## config.mk

```make
export PLATFORM = sky130hd
export DESIGN_NAME = pipe_scoreboard
export DESIGN_NICKNAME = d
export VERILOG_FILES = /design/src/rtl/pipe_pkg.sv /design/src/rtl/pipe_scoreboard_sb_entry.sv /design/src/rtl/pipe_scoreboard.sv
export SDC_FILE = /design/constraint.sdc
export NUM_CORES = 1
export LEC_CHECK = 0
export CAP_MARGIN = 25
export CORE_AREA = 2 2 173 175
export CTS_BUF_LIST = sky130_fd_sc_hd__clkbuf_8
export CTS_CLUSTER_DIAMETER = 150
export DETAILED_ROUTE_END_ITERATION = 6
export DIE_AREA = 0 0 175 177
export PLACE_DENSITY = 0.57
export SLEW_MARGIN = 20
export SYNTH_ARGS = -nofsm -noshare
export SYNTH_HDL_FRONTEND = slang
export SYNTH_HIERARCHICAL = 1
export SYNTH_SLANG_ARGS = --single-unit
```

## constraint.sdc

```tcl
create_clock -name clk_i -period 3 [get_ports clk_i]
set_input_delay 0.6 -clock clk_i [delete_from_list [all_inputs] [get_ports clk_i]]
set_output_delay 0.6 -clock clk_i [all_outputs]
set_load 0.005 [all_outputs]
```

## src/rtl/pipe_pkg.sv

```systemverilog
// Shared constants and types for the pipeline hazard scoreboard.
package pipe_pkg;
  localparam int WB_DEPTH_DEF = 3;

  localparam logic [1:0] FWD_REGFILE = 2'd0;
  localparam logic [1:0] LAT_ALU     = 2'd1;
  localparam logic [1:0] LAT_LOAD    = 2'd2;

  typedef logic [$clog2(WB_DEPTH_DEF+1)-1:0] fwd_sel_t;
endpackage

```

## src/rtl/pipe_scoreboard_sb_entry.sv

```systemverilog
// One scoreboard entry: tracks a single in-flight write to one architectural register.
module sb_entry
  import pipe_pkg::*;
#(
  parameter int LW  = 2,
  parameter int AGW = 2
) (
  input  logic           clk,
  input  logic           rst,
  input  logic           set,
  input  logic [LW-1:0]  lat,
  input  logic           clear,
  output logic           pend,
  output logic           wait_nz,
  output logic [AGW-1:0] age
);
  logic [LW-1:0] wait_cnt;

  // A new producer always overrides the ageing of an older one (youngest owns the entry).
  always_ff @(posedge clk or posedge rst) begin
    if (rst) begin
      pend     <= 1'b0;
      age      <= '0;
      wait_cnt <= '0;
    end else if (set) begin
      pend     <= 1'b1;
      age      <= AGW'(1);
      wait_cnt <= (lat == '0) ? '0 : lat - LW'(1);
    end else if (pend) begin
      if (clear) begin
        pend     <= 1'b0;
        age      <= '0;
        wait_cnt <= '0;
      end else begin
        age      <= age + AGW'(1);
        wait_cnt <= (wait_cnt == '0) ? '0 : wait_cnt - LW'(1);
      end
    end
  end

  assign wait_nz = (wait_cnt != '0);
endmodule

```

## src/rtl/pipe_scoreboard.sv

```systemverilog
// ID-stage hazard scoreboard: per-register in-flight tracking, issue stall and EX forward selects.
module pipe_scoreboard
  import pipe_pkg::*;
#(
  parameter int NREG     = 32,
  parameter int AW       = $clog2(NREG),
  parameter int NSRC     = 2,
  parameter int WB_DEPTH = WB_DEPTH_DEF,
  parameter int LW       = $clog2(WB_DEPTH+1),
  parameter int AGW      = $clog2(WB_DEPTH+1)
) (
  input  logic                  clk_i,
  input  logic                  rst_i,
  input  logic                  flush_i,
  input  logic                  issue_valid_i,
  input  logic                  issue_we_i,
  input  logic [AW-1:0]         issue_rd_i,
  input  logic [LW-1:0]         issue_lat_i,
  input  logic [NSRC*AW-1:0]    src_addr_i,
  input  logic [NSRC-1:0]       src_used_i,
  output logic                  stall_o,
  output logic [NSRC*AGW-1:0]   fwd_sel_o,
  output logic [NREG-1:0]       busy_o
);
  logic [NREG-1:0] pend;
  logic [NREG-1:0] wait_nz;
  logic [NREG-1:0] set;
  logic [NREG-1:0] retire;
  logic [AGW-1:0]  age [NREG];
  logic [NSRC-1:0] hazard;
  logic [AW-1:0]   src;
  logic [LW-1:0]   lat_clamped;
  logic            accept;

  assign lat_clamped = (issue_lat_i > LW'(WB_DEPTH)) ? LW'(WB_DEPTH) : issue_lat_i;

  // Sources look at pre-edge state only, so an instruction never waits on its own write.
  always_comb begin
    hazard    = '0;
    fwd_sel_o = '0;
    src       = '0;
    for (int k = 0; k < NSRC; k++) begin
      src = src_addr_i[k*AW +: AW];
      if (src != '0 && pend[src]) begin
        fwd_sel_o[k*AGW +: AGW] = age[src];
        hazard[k]               = issue_valid_i & src_used_i[k] & wait_nz[src];
      end
    end
  end

  assign stall_o = (|hazard) & ~flush_i;
  assign accept  = issue_valid_i & ~stall_o & ~flush_i & issue_we_i & (issue_rd_i != '0);

  // Entry retires on the edge where it would reach WB_DEPTH; the register file covers it then.
  for (genvar r = 0; r < NREG; r++) begin : g_entry
    assign set[r]    = accept & (issue_rd_i == AW'(r));
    assign retire[r] = (age[r] == AGW'(WB_DEPTH-1));

    sb_entry #(.LW(LW), .AGW(AGW)) u_entry (
      .clk     (clk_i),
      .rst     (rst_i),
      .set     (set[r]),
      .lat     (lat_clamped),
      .clear   (retire[r]),
      .pend    (pend[r]),
      .wait_nz (wait_nz[r]),
      .age     (age[r])
    );
  end

  assign busy_o = pend;
endmodule
```

==> results of run 1 <==
-- kinds of logic (layout without fill, tap and decap cells) --
family	count (synthesis)	count (layout)	share of synthesized area, %
buf+inv	94	352	4.10
mux	91	91	17.0
flops	160	160	38.7
simple gates	370	370	23.8
other cells	1	8	0.0362
compound gates	273	273	16.4
-- tightest hold or removal path, cell delays in order --
cell and delay (ns):
buf_2 0.11, nand2b_1 0.10, a21oi_1 0.06
-- how the worst max path moves through the flow --
| stage | endpoint | slack [ns] | depth (start not counted) |
|---|---|---|---|
| after floorplan | fwd_sel_o[0] | 0.05 | 6 |
| after global routing | stall_o | -0.32 | 8 |
| after detailed placement | stall_o | -0.74 | 9 |
| after CTS | stall_o | -0.34 | 8 |
| after global placement | stall_o | -0.74 | 9 |
| final | stall_o | -0.24 | 8 |
-- sequential cells by signal, summed over array words and instances (netlist names) --
name and flops:
g_entry.u_entry/wait_cnt 64, g_entry.u_entry/age 64, g_entry.u_entry/pend 32
-- what timing repair did --
action / CTS / global route
gates cloned: 4 / 0
pin swaps: 10 / 8
gates resized for setup: 77 / 14
hold buffers: 0 / 0
buffers inserted: 12 / 7
endpoints found under the setup margin: 89 / 128
-- cell type report --
cell class	instances	area, sq um	area share (%)
Sequential cell	160	4030	30.0
Inverter	67	253	1.88
Timing Repair Buffer	254	2230	16.6
Multi-Input combinational cell	741	6060	45.2
Clock buffer	17	234	1.74
Clock inverter	14	130	0.969
Antenna cell	1	2.50	0.0186
Tap cell	390	488	3.64
-- cells in the final DEF, fill, tap and decap left out, types with 17 or more instances in the layout --
cell | synthesis | routed
dfrtp_1 | 160 | 143
a211o_1 | 30 | 30
o21ai_0 | 101 | 100
nor2_1 | 38 | 37
nor4bb_1 | 30 | 30
clkbuf_8 | 0 | 17
and4bb_2 | 34 | 34
dfrtp_2 | 0 | 17
nand2b_1 | 38 | 38
a21oi_1 | 70 | 69
mux4_2 | 56 | 58
nor2b_1 | 70 | 69
inv_1 | 66 | 70
o21bai_1 | 30 | 30
clkdlybuf4s50_1 | 0 | 46
mux2i_1 | 21 | 18
nor3_1 | 52 | 50
buf_4 | 3 | 180
or2_2 | 32 | 22
nand3_1 | 39 | 39
a211oi_1 | 30 | 30
-- power breakdown --
group,internal [mW],switching [mW],total [mW]
Sequential,2.72,0.653,3.37
Combinational,1.80,1.48,3.28
Clock,0.720,0.859,1.58
Total,5.24,2.99,8.24
-- per-layer routing --
layer | global-route usage [%] | share of wire, % | up-vias
li1 | - | - | 4255
met1 | 29.7 | 45 | 4613
met2 | 33.1 | 46 | 309
met3 | 4.57 | 6.8 | 57
met4 | 7.43 | 2.7 | 0
met5 | 0 | 0 | -
==> results summary, run 1 <==
The number of sinks driven by the clock tree is 160. Tracing the worst setup path back leads to its startpoint at g_entry[24].u_entry/wait_cnt[0]$_DFFE_PP0P_. The total buffers and inverters traversed by the critical path is 1. In this run the critical register-to-register path is captured at g_entry[11].u_entry/wait_cnt[0]$_DFFE_PP0P_.

The number of buffer cells added on primary ports is 60. The later-pin clock latency in the skew report came out at about 0.46 ns. The layout net count came out at around 1.3k.

The synthesized design devotes to its leading area cell type 38.7% of total area. The mapped netlist covers 10400 sq um. The total via count after detailed routing came out at 9234.

Once the floorplan was initialized, standard cells occupied 35.4% of the core. Final hold analysis gives a worst-case slack of about 0.45 ns. The number of warning messages in the yosys log is 6. The CTS tree is done. The most common cell in the synthesized netlist is dfrtp_1. The first global-routing pass estimated between 50 and 60 mm of wire. The ratio of final minimum period to clock period came out at 108%.

The synthesized netlist contains between 40 and 50 unique library cells. STA classifies the critical path endpoint as a primary output. The register-to-register setup slack came out at approximately 0.01 ns. The number of remaining DRC errors came out at 0. The count of H-tree levels built during CTS is 4.

The area growth from synthesis to final layout is 29.6%. For this run, the top clock speed supported by timing is ~0.31 GHz. The TritonCTS buffer count is 17.

The total design power is 8.24 mW. For this run, the total global-route usage over all layers was measured as a little over a fifth. The min-delay analysis places its worst path in the category in -> reg. The path with the worst hold slack has its endpoint at g_entry[25].u_entry/wait_cnt[0]$_DFFE_PP0P_.

The fraction of layout instances using a drive strength above 1 came out at about 33%. By area the synthesized netlist is led by dfrtp_1, mux4_2, o21ai_0. Excluding fillers, the count of instances in the completed layout stands at between 1.5k and 2k. The instance count of the mapped netlist is 989. Counting tap cells, the placed design contains a total of between 1.5k and 2k instances. The congestion estimate from routability-driven global placement came to roughly 0.9.

The detailed-route vias per instance came out at about 5.6. At the placement stage, the worst setup path has a slack of -0.744 ns. Setup repair after global routing could not meet its margin everywhere. The hold violation count in the final report came out at 0.

The largest single stage delay on the critical path is ~0.46 ns. Measured along the x axis, the die boundary spans approximately 180 um. The tree is rooted in a clkbuf_8.

The slowest stage of the critical path is the mux4_2 cell. The number of routed nets with antenna violations is 0. The detailed router finished its first iteration with between 700 and 800 violations. The worst-case IR drop observed on VDD is just under 300 uV.

The die extent in y came out at approximately 180 um. The power per unit of standard cell area came out at between 600 and 700 nW/um^2. At the pin with the least slew margin, the transition time is 0.720 ns. The largest buffer count on any clock path is 2. The mean area per synthesized cell is roughly 10 sq um. The total count of max-transition violations in the final report is 0. The share of the yosys chip area belonging to registers came out at 38.7%. about 60 I/O pins were placed.

The initial antenna violation count came out at 0. The data arrival time of the critical path is 2.64 ns. Entering global routing, the biggest net connects 33 pins. The critical path class is reg -> out. After clock tree synthesis, the clock-pin slew on the worst setup and hold paths is about 0.09 ns. In this run the critical register-to-register path is launched from g_entry[5].u_entry/pend$_DFF_PP0_. The number of flip-flops and latches in the synthesized netlist is 160. Ranked by instance count, the synthesized netlist is headed by dfrtp_1, o21ai_0, a21oi_1, nor2b_1, inv_1. After routing the design area is 13400 sq um. For the final database, setup skew stands at ~0.015 ns. The worst slew margin relative to its limit is 52.0%.

The standard cell area after detailed placement came out at about 13000 sq um. The core region is roughly 29000 sq um. The filler cell count in the final layout is around 2.7k. The signal on the critical path passes through or2_4 -> mux4_2 -> mux2_4 -> o311ai_4 -> a211o_2 -> o32ai_4 -> nor2b_1 -> buf_2. The average detailed-routed wire length per instance is roughly 20 um. Counting cells, the worst reg-to-reg path comes to 11. STA classifies the critical path startpoint as a register. For this run, the detailed router's first-pass iteration total came to 5.

The routed design has between 30 and 40 mm of wire. The count of flip-flops with a built-in enable after synthesis came out at 0. Among all flip-flop cells after synthesis, the most frequent one is dfrtp_1. The aggregate global routing overflow is 0. The gate family responsible for the most delay along the worst path is multiplexers. The smallest clock period supported by the final layout is computed as between 3 and 4 ns. The number of global-route vias before repair came out at between 8k and 9k.

The leakage power total came out at roughly 6.0 nW. The setup violation total in the final timing report came out at 7. Row generation in the floorplan step produced 63 rows.

The leading area contributor after synthesis is dfrtp_1. The data required time at the worst endpoint came out at about 2.4 ns. The final critical-path setup slack is -0.244 ns. Cells fill ~46% of the core in the end. The checks that failed: negative setup slack. The worst hold path cell count came out at 3.

The startpoint identified for the worst hold timing path is issue_lat_i[0]. Adding up every negative setup slack in the final design gives -0.426 ns. The flow ran to the end, but the final reports show violations. The biggest fanout along the worst timing path is 2. The tool flagged a number of max-cap violations equal to 0.

The fraction of synthesis flops using an asynchronous set or reset pin came out at 100%. Summed over all nets, the half-perimeter wirelength after detailed placement is between 20 and 25 mm. The die covers a little over 30000 sq um.
No activity file was read; power rests on OpenSTA's default activity.
==> run 2, diff against run 1 <==
CTS_CLUSTER_DIAMETER = unset   (was 150)
==> results of run 2 <==
The final DEF is identical to that of run 1; final timing and power are the same.
==> run 3, diff against run 2 <==
PLACE_DENSITY = unset   (was 0.57)
PLACE_DENSITY_LB_ADDON = 0.05   (was unset)
clock period = 3.1 ns   (was 3 ns; I/O delays follow)
==> results summary, run 3 (same netlist as run 1, synthesis figures left out) <==
The power dissipated by switching net loads is 2.91 mW (-2.6%). The fmax is ~0.3 GHz. The combinational share of power is 38.2% (-1.7 points). The power per unit of standard cell area is 619 nW/um^2 (+0.86%).

The CTS tree is done. In this run the critical register-to-register path is launched from g_entry[24].u_entry/wait_cnt[1]$_DFFE_PP0P_. The standard cell core area came out at 29200 sq um (unchanged). The run finished, with violations left. The row count is 63 (unchanged). The switching part of the total came out at 35.3% (-1.1 points). Leaving out fill and tap cells, the most frequent cell in the layout is buf_4. The internal power is 5.35 mW (+2.1%).

The DRC marker count from the first detailed-route iteration is 608 (-18%). The largest buffer count on any clock path came out at 2 (unchanged). The total count of max-transition violations in the final report is 0 (unchanged). The count of H-tree levels built during CTS was 4 (unchanged).

The register-to-register setup slack is 0.10 ns (+0.09 ns). The area growth from synthesis to final layout is 29.0%. The number of buffer cells added on primary ports is 60 (unchanged). STA classifies the critical path startpoint as a register. The ratio of final minimum period to clock period came out at 107%. The tree is rooted in a clkbuf_8. The later-pin clock latency in the skew report is 0.49 ns (+0.03 ns).

The initial antenna violation count came out at 0 (unchanged). The number of routed nets with antenna violations came out at 0 (unchanged). Setup repair after global routing could not meet its margin everywhere. The aggregate global routing overflow came to 0 (unchanged). The biggest fanout along the worst timing path is 3 (+1).

The starting utilization of the core area came out at 35.4% (unchanged). The worst clock skew on the final layout came to 0.0144 ns (-0.000665 ns). The data required time at the worst endpoint is 2.48 ns (+0.08 ns).

The number of remaining DRC errors came out at 0 (unchanged). The maximum VDD drop came to 334 uV (+15%). The detailed-route vias per instance came out at 5.56 (-0.98%). The path category of the worst min-delay check is in -> async. The worst slew margin relative to its limit is 42.2% (-9.8 points).

The top cell types in the final layout, fill and taps aside, are buf_4, dfrtp_1, o21ai_0, nor2b_1, a21oi_1. The TritonCTS buffer count came out at 17 (unchanged). The first-pass detailed-route iteration total was 5 (unchanged).

The number of global-route vias before repair is 8753 (+0.069%). The total design power is 8.27 mW (+0.37%). The half-perimeter wire length after placement came to 25.3 mm (+4.5%). The largest registers in the layout are g_entry.u_entry/age (64), g_entry.u_entry/wait_cnt (64), g_entry.u_entry/pend (32). The die extent in y is 177 um (unchanged).

The count of pins on the block boundary came to 61 (unchanged). The number of sinks driven by the clock tree came out at 160 (unchanged). The final reports fail on negative setup slack.

The reg-to-reg critical path endpoint is g_entry[20].u_entry/wait_cnt[0]$_DFFE_PP0P_. The clock slew at the register clock pins of the worst setup and hold paths came to 0.09 ns (about the same). The filler cell count in the final layout is 2847 (+5.1%). The leakage power total came out at 5.87 nW (-1.9%). The final estimated routing congestion in global placement is 0.955 (+3.7%). The number of violations of the max-capacitance limit is 0 (unchanged). The fraction of layout instances using a drive strength above 1 is 32.8% (+0.21 points).

The final critical-path setup slack is -0.204 ns (+0.0400 ns). The layout net count came out at 1246 (-1.5%). The count of antenna diodes in the layout came out at 0 (-1). The fraction of power consumed by sequential logic came out at 39.9% (-1.1 points).

The wire length of the first global-routing pass is 53.3 mm (+5.9%). The data arrival time of the critical path is 2.68 ns (+0.04 ns). The setup violation total in the final timing report is 1 (-6). The worst slack at placement is -0.725 ns (+0.0191 ns). The largest net degree at the start of global routing is 33 (unchanged). The final routed wirelength across all metal layers is 34.3 mm (+4.8%). The die footprint came out at 31000 sq um (unchanged).

The average detailed-routed wire length per instance is 21.1 um (+6.2%). The logic depth of the worst register-to-register path was 11 (unchanged). The fraction of power consumed by the clock network is 22.0% (+2.8 points).

The setup path with the least slack is of type reg -> out. The total via count after detailed routing was 9027 (-2.2%). The core utilization of the finished layout came out at 45.7% (-0.22 points). The kind of end point of the critical path is a primary output.

The transition time at the pin with the least slew margin is 0.867 ns (+0.147 ns). The minimum period implied by the final worst setup slack came out at 3.30 ns. The horizontal extent of the die came out at 175 um (unchanged).

The hold violation count in the final report was 0 (unchanged). The overall global routing resource usage is 23.0% (+1.6 points).
-- run 3: cell types whose count changed in the layout (fill, tap and decap cells not counted), moves of 2 or more --
cell | previous run | this run
clkbuf_8 | 17 | 20
buf_4 | 180 | 163
clkinv_2 | 4 | 0
dlygate4sd2_1 | 2 | 4
bufinv_16 | 2 | 5
clkdlybuf4s50_1 | 46 | 43
dfrtp_2 | 17 | 29
bufbuf_16 | 4 | 2
dfrtp_1 | 143 | 131
inv_1 | 70 | 68
mux2i_1 | 18 | 16
mux2i_4 | 1 | 3
-- run 3: critical path, cell delays in order, from the launching register on --
cell      delay, ns
dfrtp_1        0.41
or2_4          0.26
mux4_2         0.47
mux2_4         0.30
o311ai_4       0.24
a211o_2        0.16
o32ai_4        0.09
nor2b_1        0.15
buf_2          0.12
-- run 3: how the worst max path moves through the flow --
| stage | startpoint | to | slack, ns | depth (start not counted) |
|---|---|---|---|---|
| 3_3_place_gp | src_addr_i[8] | stall_o | -0.70 | 9 |
| 5_1_grt | g_entry[16].u_entry/wait_cnt[0]$_DFFE_PP0P_ | stall_o | -0.30 | 8 |
| 6_report | g_entry[24].u_entry/wait_cnt[1]$_DFFE_PP0P_ | stall_o | -0.20 | 8 |
| 4_1_cts | g_entry[24].u_entry/wait_cnt[1]$_DFFE_PP0P_ | stall_o | -0.28 | 8 |
| 3_5_place_dp | src_addr_i[8] | stall_o | -0.73 | 9 |
| 2_1_floorplan | src_addr_i[0] | fwd_sel_o[0] | 0.11 | 6 |
-- run 3: power by group through the flow --
stage          Combinational, mW  Sequential [mW]  Clock [mW]
2_1_floorplan               1.81             3.13           0
3_3_place_gp                2.73             3.36           0
3_5_place_dp                2.73             3.37           0
4_1_cts                     3.06             3.29        1.87
5_1_grt                     3.43             3.39        1.95
6_report                    3.16             3.30        1.82
-- run 3: timing repair --
item,4_1_cts,5_1_grt
pin swaps,14,7
buffers inserted,31,16
gates cloned,2,0
endpoints found under the setup margin,16,27
gates resized for setup,85,20
hold buffers,0,0
-- run 3: final cells by class --
cell class	instances	area [sq um]	area share, %
clock buffer	19	262	1.96
clock inverter	11	190	1.42
inverter	67	251	1.88
multi-input combinational	741	6100	45.7
sequential	160	4040	30.2
tap	390	488	3.65
timing repair buffer	235	2020	15.2
-- run 3: routing by layer --
layer  part of all wire, %  wire [um]  GRT usage (%)
met1                    48      16500           33.4
met2                    45      15500           35.0
met3                   4.6       1580           4.25
met4                   2.2        760           6.63
met5                     0          0              0
-- run 3: metrics by stage --
step | hold WS, ns | instance area [sq um] | cells | setup TNS, ns
after floorplan | 0.399 | 10400 | 995 | 0
after global placement | 0.542 | 12300 | 1545 | -69.03
after detailed placement | 0.548 | 12300 | 1545 | -71.98
after CTS | 0.461 | 13200 | 1607 | -0.282
after global routing | 0.469 | 13400 | 1623 | -0.421
final | 0.445 | 13400 | 1623 | -0.204
